## config.mk

```make
export PLATFORM = sky130hd
export DESIGN_NAME = alu_muldiv_flat
export DESIGN_NICKNAME = d
export VERILOG_FILES = /design/src/rtl/alu_muldiv_if.sv /design/src/rtl/alu_muldiv.sv /design/src/flat_wrapper.sv
export SDC_FILE = /design/constraint.sdc
export NUM_CORES = 1
export LEC_CHECK = 0
export CAP_MARGIN = 10
export CORE_MARGIN = 5
export CORE_UTILIZATION = 30
export CTS_CLUSTER_SIZE = 14
export DETAILED_ROUTE_END_ITERATION = 8
export DONT_BUFFER_PORTS = 1
export PLACE_DENSITY = 0.51
export SYNTH_ARGS = -nofsm -noshare
export SYNTH_HDL_FRONTEND = slang
export SYNTH_SLANG_ARGS = --single-unit
```

## constraint.sdc

```tcl
create_clock -name clk -period 7.13 [get_ports clk]
set_clock_uncertainty 0.1 [all_clocks]
set_input_delay 2.139 -clock clk [delete_from_list [all_inputs] [get_ports clk]]
set_output_delay 2.139 -clock clk [all_outputs]
set_load 0.005 [all_outputs]
```

## src/rtl/alu_muldiv_if.sv

```systemverilog
// Operand/result bundle between the execute-stage controller (master) and alu_muldiv (slave).
interface alu_muldiv_if #(
    parameter int WIDTH = 32
);
    logic             valid_in;
    logic             ready_out;
    logic [WIDTH-1:0] op1;
    logic [WIDTH-1:0] op2;
    logic [4:0]       alu_ctrl;
    logic [WIDTH-1:0] alu_result;
    logic             zero;
    logic             lessSigned;
    logic             lessUnsigned;
    logic             valid_out;
    logic             busy;

    modport master (
        output valid_in, op1, op2, alu_ctrl,
        input  ready_out, alu_result, zero, lessSigned, lessUnsigned, valid_out, busy
    );

    modport slave (
        input  valid_in, op1, op2, alu_ctrl,
        output ready_out, alu_result, zero, lessSigned, lessUnsigned, valid_out, busy
    );
endinterface

```

## src/rtl/alu_muldiv.sv

```systemverilog
// RV32I ALU with one-cycle base ops and bit-serial RV32M multiply/divide/remainder.
// Iterative ops hold ready_out low for WIDTH cycles; divide-by-zero and signed overflow bypass iteration.
module alu_muldiv #(
    parameter int WIDTH = 32
) (
    input  logic        clk,
    input  logic        reset,
    alu_muldiv_if.slave bus
);
    localparam int               CW      = $clog2(WIDTH);
    localparam logic [WIDTH-1:0] MIN_NEG = {1'b1, {(WIDTH-1){1'b0}}};

    typedef enum logic [1:0] {S_IDLE, S_ITER, S_DONE} state_t;

    state_t             r_state, w_state_next;
    logic [WIDTH-1:0]   r_result;
    logic               r_less_s, r_less_u;
    logic [CW-1:0]      r_cnt;
    logic [WIDTH-1:0]   r_a;
    logic [2*WIDTH-1:0] r_prod;
    logic [2:0]         r_mop;
    logic               r_neg;

    logic               w_ready, w_accept, w_is_m, w_fast, w_last;
    logic [2:0]         w_mop;
    logic               w_s1, w_s2, w_neg1, w_neg2, w_neg_res, w_div0, w_ovf;
    logic               w_lt_s, w_lt_u;
    logic [CW-1:0]      w_shamt;
    logic [WIDTH-1:0]   w_mag1, w_mag2, w_base_res, w_fast_res, w_m_res;
    logic [WIDTH:0]     w_sum, w_rem_sh, w_trial;
    logic [2*WIDTH-1:0] w_prod_next, w_prod_fix;

    assign w_ready  = (r_state != S_ITER);
    assign w_accept = bus.valid_in && w_ready;
    assign w_last   = (r_cnt == CW'(WIDTH - 1));
    assign w_is_m   = bus.alu_ctrl[4];
    assign w_mop    = bus.alu_ctrl[2:0];
    assign w_shamt  = bus.op2[CW-1:0];
    assign w_lt_s   = $signed(bus.op1) < $signed(bus.op2);
    assign w_lt_u   = bus.op1 < bus.op2;

    // Operand signedness: DIV/REM signed, DIVU/REMU unsigned; MULHSU treats only op1 as signed.
    assign w_s1      = w_mop[2] ? ~w_mop[0] : (w_mop[1:0] != 2'b11);
    assign w_s2      = w_mop[2] ? ~w_mop[0] : ~w_mop[1];
    assign w_neg1    = w_s1 & bus.op1[WIDTH-1];
    assign w_neg2    = w_s2 & bus.op2[WIDTH-1];
    assign w_mag1    = w_neg1 ? -bus.op1 : bus.op1;
    assign w_mag2    = w_neg2 ? -bus.op2 : bus.op2;
    assign w_neg_res = (w_mop[2] && w_mop[1]) ? w_neg1 : (w_neg1 ^ w_neg2);

    assign w_div0     = (bus.op2 == '0);
    assign w_ovf      = ~w_mop[0] && (bus.op1 == MIN_NEG) && (bus.op2 == '1);
    assign w_fast     = w_is_m && w_mop[2] && (w_div0 || w_ovf);
    assign w_fast_res = w_div0 ? (w_mop[1] ? bus.op1 : '1) : (w_mop[1] ? '0 : bus.op1);

    // NOTE: every always_comb output gets a default first so no path leaves it unassigned (no latch).
    always_comb begin
        w_base_res = '0;
        case (bus.alu_ctrl[3:0])
            4'b0000: w_base_res = bus.op1 + bus.op2;
            4'b1000: w_base_res = bus.op1 - bus.op2;
            4'b0111: w_base_res = bus.op1 & bus.op2;
            4'b0110: w_base_res = bus.op1 | bus.op2;
            4'b0100: w_base_res = bus.op1 ^ bus.op2;
            4'b0001: w_base_res = bus.op1 << w_shamt;
            4'b0101: w_base_res = bus.op1 >> w_shamt;
            4'b1101: w_base_res = $signed(bus.op1) >>> w_shamt;
            4'b0010: w_base_res = {{(WIDTH-1){1'b0}}, w_lt_s};
            4'b0011: w_base_res = {{(WIDTH-1){1'b0}}, w_lt_u};
            default: w_base_res = '0;
        endcase
    end

    // One step: shift-add multiply on {acc, multiplier}, or restoring divide on {rem, quotient}.
    always_comb begin
        w_sum       = '0;
        w_rem_sh    = '0;
        w_trial     = '0;
        w_prod_next = r_prod;
        if (!r_mop[2]) begin
            w_sum       = {1'b0, r_prod[2*WIDTH-1:WIDTH]} + (r_prod[0] ? {1'b0, r_a} : '0);
            w_prod_next = {w_sum, r_prod[WIDTH-1:1]};
        end else begin
            w_rem_sh    = r_prod[2*WIDTH-1:WIDTH-1];
            w_trial     = w_rem_sh - {1'b0, r_a};
            w_prod_next = {(w_trial[WIDTH] ? w_rem_sh[WIDTH-1:0] : w_trial[WIDTH-1:0]),
                           r_prod[WIDTH-2:0], ~w_trial[WIDTH]};
        end
    end

    assign w_prod_fix = r_neg ? -w_prod_next : w_prod_next;

    always_comb begin
        w_m_res = '0;
        case (r_mop)
            3'b000:                 w_m_res = w_prod_fix[WIDTH-1:0];
            3'b001, 3'b010, 3'b011: w_m_res = w_prod_fix[2*WIDTH-1:WIDTH];
            3'b100, 3'b101:         w_m_res = r_neg ? -w_prod_next[WIDTH-1:0] : w_prod_next[WIDTH-1:0];
            default:                w_m_res = r_neg ? -w_prod_next[2*WIDTH-1:WIDTH] : w_prod_next[2*WIDTH-1:WIDTH];
        endcase
    end

    always_comb begin
        w_state_next = S_IDLE;
        case (r_state)
            S_ITER:  w_state_next = w_last ? S_DONE : S_ITER;
            default: if (w_accept) w_state_next = (w_is_m && !w_fast) ? S_ITER : S_DONE;
        endcase
    end

    // NOTE: state is updated with non-blocking assignments so all registers see pre-edge values.
    always_ff @(posedge clk) begin
        if (reset) begin
            r_state  <= S_IDLE;
            r_result <= '0;
            r_less_s <= 1'b0;
            r_less_u <= 1'b0;
            r_cnt    <= '0;
            r_a      <= '0;
            r_prod   <= '0;
            r_mop    <= '0;
            r_neg    <= 1'b0;
        end else begin
            r_state <= w_state_next;
            if (w_accept) begin
                r_less_s <= w_lt_s;
                r_less_u <= w_lt_u;
                r_cnt    <= '0;
                r_mop    <= w_mop;
                r_neg    <= w_neg_res;
                r_a      <= w_mop[2] ? w_mag2 : w_mag1;
                r_prod   <= {{WIDTH{1'b0}}, (w_mop[2] ? w_mag1 : w_mag2)};
                if (!w_is_m)
                    r_result <= w_base_res;
                else if (w_fast)
                    r_result <= w_fast_res;
            end else if (r_state == S_ITER) begin
                r_cnt  <= r_cnt + 1'b1;
                r_prod <= w_prod_next;
                if (w_last)
                    r_result <= w_m_res;
            end
        end
    end

    assign bus.ready_out    = w_ready;
    assign bus.busy         = (r_state == S_ITER);
    assign bus.valid_out    = (r_state == S_DONE);
    assign bus.alu_result   = r_result;
    assign bus.zero         = (r_result == '0);
    assign bus.lessSigned   = r_less_s;
    assign bus.lessUnsigned = r_less_u;
endmodule

```

## src/flat_wrapper.sv

```systemverilog
// flat-port wrapper written by rule: the top's interface ports become plain ports
module alu_muldiv_flat 
#(
    parameter int WIDTH = 32
)
  (clk, reset, bus_valid_in, bus_op1, bus_op2, bus_alu_ctrl, bus_ready_out, bus_alu_result, bus_zero, bus_lessSigned, bus_lessUnsigned, bus_valid_out, bus_busy);
  alu_muldiv_if #(.WIDTH(WIDTH)) bus_i ();
  input  logic clk;
  input  logic reset;
  input wire logic [$bits(bus_i.valid_in)-1:0] bus_valid_in;
  input wire logic [$bits(bus_i.op1)-1:0] bus_op1;
  input wire logic [$bits(bus_i.op2)-1:0] bus_op2;
  input wire logic [$bits(bus_i.alu_ctrl)-1:0] bus_alu_ctrl;
  output wire logic [$bits(bus_i.ready_out)-1:0] bus_ready_out;
  output wire logic [$bits(bus_i.alu_result)-1:0] bus_alu_result;
  output wire logic [$bits(bus_i.zero)-1:0] bus_zero;
  output wire logic [$bits(bus_i.lessSigned)-1:0] bus_lessSigned;
  output wire logic [$bits(bus_i.lessUnsigned)-1:0] bus_lessUnsigned;
  output wire logic [$bits(bus_i.valid_out)-1:0] bus_valid_out;
  output wire logic [$bits(bus_i.busy)-1:0] bus_busy;
  assign bus_i.valid_in = bus_valid_in;
  assign bus_i.op1 = bus_op1;
  assign bus_i.op2 = bus_op2;
  assign bus_i.alu_ctrl = bus_alu_ctrl;
  assign bus_ready_out = bus_i.ready_out;
  assign bus_alu_result = bus_i.alu_result;
  assign bus_zero = bus_i.zero;
  assign bus_lessSigned = bus_i.lessSigned;
  assign bus_lessUnsigned = bus_i.lessUnsigned;
  assign bus_valid_out = bus_i.valid_out;
  assign bus_busy = bus_i.busy;
  alu_muldiv #(.WIDTH(WIDTH)) u_core (.clk(clk), .reset(reset), .bus(bus_i));
endmodule
```

==> impl_metrics.ini, run 1 <==
[final_layout]
multi_input_area_um2 = 19120
nets = 3544
fill_cells = 8703
drive_gt1_frac = 0.06339
area_delta_synth_final_pct = 6.110
seqCellArea_um2 = 2828

[route]
drt-wirelength-per-cell_um = 27.85
wl_um = 121300
drtPass1Iterations = 6
drc = 0
drtIter0Drc = 2730
vias = 26760
ant_nets = 0
viasPerCell = 6.141

[critical_path]
crit_fanout = 5
crit_top_cell = o21ai_0
cp-end-kind = flop
rrSetupSlack_ns = 0.97
worstRegToRegCells = 25
critPathKind = flop to flop
slowest_delay_ns = 0.54
r2r-end = u_core.bus.alu_result[22]
path_buf_inv = 2
path_delay_family = compound AO/OA/AOI/OAI gates
start_kind = flop
cp_data_required_time_ns = 7.38
r2r_start = u_core.r_prod[31]
cp.arrival_ns = 6.41
cp_slowest_cell = or4_1

[sta]
setup_viol = 0
fmax_mhz = 162.3
rsz0062_at_grt = no
finalCritPeriodShare = 0.8643
finalMaxSlewViolations = 0
slew_headroom = 0.2182
worst_pin_slew_ns = 1.168
finalSetupTns_ns = 0
fin_crit_ns = 6.163
hold_violations = 0

[synthesis]
syn-mean-instance-area_um2 = 6.767
synth_flop_cell = dfxtp_1
syn_inst = 3468
async_flop_share = 0
synth_top_area_share = 0.1203
synthTopCellsByCount = nand2_1, nor2_1, o21ai_0
ys_seq_area_frac = 0.1203
synth-seq-cells = 141
yosys.area.top_type = dfxtp_1
synth_edf_count = 0
yosys-top-cells-area = dfxtp_1, ha_1, o21ai_0, a21oi_1, nand2_1
yosys_warnings = 0
yosys.cell_types.count = 104
synth_nets = 3712
netlist_area_um2 = 23470
yosysMostFrequentCell = nand2_1

[clock_tree]
cts_setup_buffers = 0
cts_buffers = 17
h-tree-depth = 4
clk_latency_ns = 0.46
clockBufferDepth = 2
cts_root_buffer = clkbuf_16
cts.sinks = 141
cts_resized = 0
cts_tree = yes
clkSlewWorstSetupHoldPaths_ns = 0.07
holdBufCountCts = 0

[power_and_ir_drop]
p_seq_frac = 0.243
combPwrFrac = 0.516
switching_share = 0.4752
fin_total_pwr_w = 0.003813
power.density_nw_per_um2 = 153.1
internal_power_w = 0.002001
clockPowerShare = 0.241
leakage_nw = 9.514
peakVddDrop_v = 0.0001942
power.switching_w = 0.001812

[place]
portBuffers = 0
dpl.hpwl_um = 95660
globalplace.congestion = 1.030

[min_path]
min_path_cells = 2
min_path_type = flop to flop
hold-path-endpoint = u_core.r_a[23]
min_from = u_core.r_a[23]

[run_status]
status = finished clean

[global_route]
grt_overflow = 0
use_met2 = 0.4482
grt_pass1_vias = 25020
busiest_layer = met2
use_met1 = 0.3521
grt_use_total = 0.2776
grt_start_max_net_pins = 136
met3_usage = 0.05788
antenna_found_initial = 4
grt_pass1_wl_um = 174900

[floorplan]
rows = 102
ioPinCount = 110
die_w_um = 289.7
dieArea_um2 = 83910
initial_core_util = 0.3029
core-area_um2 = 77470
die_y_um = 289.7

[job]
drv_cap = 0
-- how the worst max path moves through the flow --
stage / start / endpoint / slack (ns) / cells past startpoint
2_1_floorplan: bus_op2[1] / u_core.bus.alu_result[1] / 0.58 / 18
3_3_place_gp: bus_op1[12] / u_core.bus.alu_result[31] / 0.93 / 16
3_5_place_dp: bus_op1[12] / u_core.bus.alu_result[31] / 0.88 / 16
4_1_cts: u_core.r_a[19] / u_core.bus.alu_result[22] / 1.08 / 24
5_1_grt: u_core.r_prod[31] / u_core.bus.alu_result[26] / 0.67 / 22
6_report: u_core.r_prod[31] / u_core.bus.alu_result[22] / 0.97 / 25
-- registers in the layout, indices dropped and copies added, names as in the netlist --
name,count
u_core.bus.lessSigned,1
u_core.r_state,2
u_core.r_cnt,5
u_core.bus.lessUnsigned,1
u_core.r_neg,1
u_core.r_mop,3
u_core.bus.alu_result,32
u_core.r_a,32
u_core.r_prod,64
-- cell type report --
class,instances,share of cell area
multi-input combinational,2925,0.7677
sequential,141,0.1136
tap,1040,0.05226
inverter,148,0.02236
timing repair buffer,67,0.02060
clock buffer,18,0.01724
clock inverter,14,0.005879
antenna,4,0.0004020
-- power groups by stage --
stage | registers (W) | clock network (W) | logic (W)
after floorplan | 0.000899 | 0 | 0.00138
final | 0.000927 | 0.000920 | 0.00197
after detailed placement | 0.000943 | 0 | 0.00191
after global placement | 0.000944 | 0 | 0.00192
after global routing | 0.000933 | 0.000962 | 0.00210
after CTS | 0.000925 | 0.000933 | 0.00192
-- routing by layer --
metal,wire length (um),share of wire
met1,49580,0.41
met2,54250,0.45
met3,10320,0.085
met4,7148,0.059
met5,32,0.00026
-- logic make-up after synthesis --
group	after synthesis	synth area share
AO/OA/AOI/OAI	1221	0.3417
XOR/XNOR	186	0.06942
adder cells (fa/ha/maj)	172	0.09299
buffers and inverters	402	0.06676
flip-flops	141	0.1203
multiplexers	153	0.07395
AND/OR/NAND/NOR	1193	0.2349
-- worst reg2reg max path: stages, from the launching register on --
cell and delay [ns]:
dfxtp_1 0.36, inv_1 0.14, ha_1 0.27, fa_1 0.40
nand2b_1 0.20, a21oi_2 0.19, o211ai_2 0.19, a31oi_4 0.33
o21ai_2 0.12, nand3_2 0.11, o21ai_0 0.19, inv_1 0.12
ha_1 0.19, o211ai_1 0.17, or4_1 0.54, or2_2 0.36
o21ai_0 0.32, xor2_1 0.19, nand2_1 0.09, a21oi_1 0.24
or2b_1 0.12, o21ai_0 0.06, o41a_1 0.16, or3_1 0.38
a32o_1 0.31, a22o_1 0.21
-- per-stage QoR --
stage / cell area (um2) / utilization / instances / worst slack [ns] / hold WS [ns]
global placement: 24310 / 0.3138 / 4320 / 0.9263 / 0.3470
finish: 24900 / 0.3214 / 4357 / 0.9674 / 0.3742
global route: 24890 / 0.3213 / 4353 / 0.6725 / 0.3923
CTS: 24890 / 0.3213 / 4353 / 1.078 / 0.3679
detailed placement: 24310 / 0.3139 / 4321 / 0.8844 / 0.3601
floorplan: 23470 / - / 3468 / 0.5766 / 0.3403
-- cell usage in the layout (no fill, tap or decap), types with 12 or more instances in the layout --
cell type	count
o221ai_1	24
a21o_1	33
o21a_1	20
nor2_1	383
nand3_1	68
clkbuf_16	17
mux2_2	13
o21ai_0	321
nor4_1	31
nand2b_1	23
a21oi_1	294
a221oi_1	57
nand2_1	390
or2_2	14
o211ai_1	53
and3_1	24
a211oi_1	114
o31ai_1	44
xnor2_1	140
mux4_2	15
or3_1	20
mux2i_1	125
buf_4	65
xor2_1	46
nor3_1	70
a211o_1	19
inv_1	142
ha_1	168
dfxtp_1	139
o22ai_1	18
a31oi_1	43
nand4_1	33
and2_1	42
o21bai_1	18
nor2b_1	30
a22oi_1	12
No activity file was read; power rests on OpenSTA's default activity.
==> inputs of run 2 (changes only) <==
--- a/config.mk
+++ b/config.mk
@@ -12,6 +12,7 @@
 export DETAILED_ROUTE_END_ITERATION = 8
 export DONT_BUFFER_PORTS = 1
 export PLACE_DENSITY = 0.51
+export REMOVE_ABC_BUFFERS = 1
 export SYNTH_ARGS = -nofsm -noshare
 export SYNTH_HDL_FRONTEND = slang
 export SYNTH_SLANG_ARGS = --single-unit
==> impl_metrics.ini, run 2 (same netlist as run 1, synthesis figures left out) <==
[run_status]
status = finished clean

[clock_tree]
cts_root_buffer = clkbuf_16
cts.sinks = 141
clkSlewWorstSetupHoldPaths_ns = 0.06
cts_buffers = 17
clockBufferDepth = 2
cts_setup_buffers = 0
cts_tree = yes
h-tree-depth = 4
cts_resized = 0
clk_latency_ns = 0.46
holdBufCountCts = 0

[critical_path]
cp.arrival_ns = 6.56
start_kind = input port
cp_data_required_time_ns = 7.42
cp_slowest_cell = o41ai_1
crit_top_cell = a21oi_1
crit_fanout = 57
critPathKind = input port to flop
cp-end-kind = flop
slowest_delay_ns = 0.77
crit_chain = clkinv_1 > buf_4 > ha_1 > or4_1 > o2111ai_1 > a21oi_1 > o311ai_0 > buf_4 > a21oi_1 > a31oi_1 > a21oi_1 > a21oi_1 > o21bai_1 > a21oi_1 > nand2_1 > o41ai_1 > a32o_1

[sta]
fin_crit_ns = 6.266
rsz0062_at_grt = no
hold_violations = 0
worst_slack_ns = 0.8639
finalSetupTns_ns = 0
setup_viol = 0
fmax_mhz = 159.6
hold_ws_ns = 0.3614
finalMaxSlewViolations = 0
finalCritPeriodShare = 0.8788
worst_pin_slew_ns = 1.153
slew_headroom = 0.2244

[floorplan]
core-area_um2 = 77470
ioPinCount = 110
die_y_um = 289.7
initial_core_util = 0.3029
die_w_um = 289.7
rows = 102
dieArea_um2 = 83910

[final_layout]
multi_input_area_um2 = 19130
fin_area_um2 = 24810
top_register = u_core.r_prod
largest_register_ffs = 64
nets = 3534
final_common_cell = nand2_1
seqCellArea_um2 = 2828
stdcell_count = 4343
fill_cells = 8651
drive_gt1_frac = 0.05936
area_delta_synth_final_pct = 5.742
final_cell_mix = nand2_1, nor2_1, o21ai_0

[power_and_ir_drop]
power.density_nw_per_um2 = 151.4
leakage_nw = 9.462
peakVddDrop_v = 0.0001627

[route]
drt-wirelength-per-cell_um = 27.52
drtIter0Drc = 3329
ant_nets = 0
vias = 26720
wl_um = 119500
drtPass1Iterations = 6
drc = 0
viasPerCell = 6.153

[place]
placed_area_um2 = 24260
placedCellCount = 4311
portBuffers = 0
globalplace.congestion = 0.9959
dpl.hpwl_um = 93870
post-place-ws_ns = 0.5704

[global_route]
grt_use_total = 0.2726
antenna_found_initial = 4
grt_overflow = 0
grt_pass1_wl_um = 173100
grt_start_max_net_pins = 136
grt_pass1_vias = 24900

[min_path]
min_path_type = flop to flop

[job]
drv_cap = 0
[run 2: cell types whose count changed in the layout (fill, tap and decap cells not counted), sizes merged]
cell / previous run / this run
buf: 67 / 57
clkbuf: 18 / 25
clkinv: 5 / 6
diode: 4 / 1
inv: 154 / 145
[run 2: routing by layer]
layer	GRT usage	vias up	wire length, um	part of all wire
met2	0.4425	1332	54110	0.45
met4	0.08935	4	4330	0.036
met1	0.3634	12800	50450	0.42
met3	0.05443	200	10610	0.089
li1	-	12390	-	-
met5	0	-	24	0.00020
[run 2: worst max-delay path: cells and delay by family]
kind / cells / cell delay, ns
AO/OA/AOI/OAI: 11 / 2.89
adder cells (fa/ha/maj): 1 / 0.27
buffers and inverters: 3 / 0.51
AND/OR/NAND/NOR: 2 / 0.70
[run 2: stage by stage]
| stage | power, W | utilization |
|---|---|---|
| 6_report | 0.003757 | 0.3203 |
| 5_1_grt | 0.003934 | 0.3203 |
| 4_1_cts | 0.003715 | 0.3203 |
| 3_5_place_dp | 0.002830 | 0.3131 |
| 3_3_place_gp | 0.002848 | 0.3131 |
| 2_1_floorplan | 0.002194 | - |
[run 2: worst paths after layout]
check	cells past startpoint	startpoint	endpoint	slack, ns
worst max-delay path	17	bus_op2[4]	u_core.bus.alu_result[0]	0.86
worst min-delay path	2	u_core.r_cnt[4]	u_core.r_cnt[4]	0.36
worst max register to register	25	u_core.r_prod[31]	u_core.bus.alu_result[22]	0.97
worst min register to register	2	u_core.r_cnt[4]	u_core.r_cnt[4]	0.36
[run 2: report_power, final]
| part | leakage [nW] | switching [W] | internal [W] |
|---|---|---|---|
| Sequential | 1.16 | 0.0000946 | 0.000842 |
| Clock | 0.269 | 0.000370 | 0.000513 |
| Combinational | 8.04 | 0.00127 | 0.000663 |
| Total | 9.46 | 0.00174 | 0.00202 |
[run 2: final cells by class]
type | instances | share of cell area
diodes | 1 | 0.0001008
repair buffers | 57 | 0.01775
flip-flops and latches | 141 | 0.1140
multi-input cells | 2925 | 0.7709
clock inverters | 6 | 0.002420
well taps | 1040 | 0.05244
clock buffers | 25 | 0.01997
inverters | 148 | 0.02244
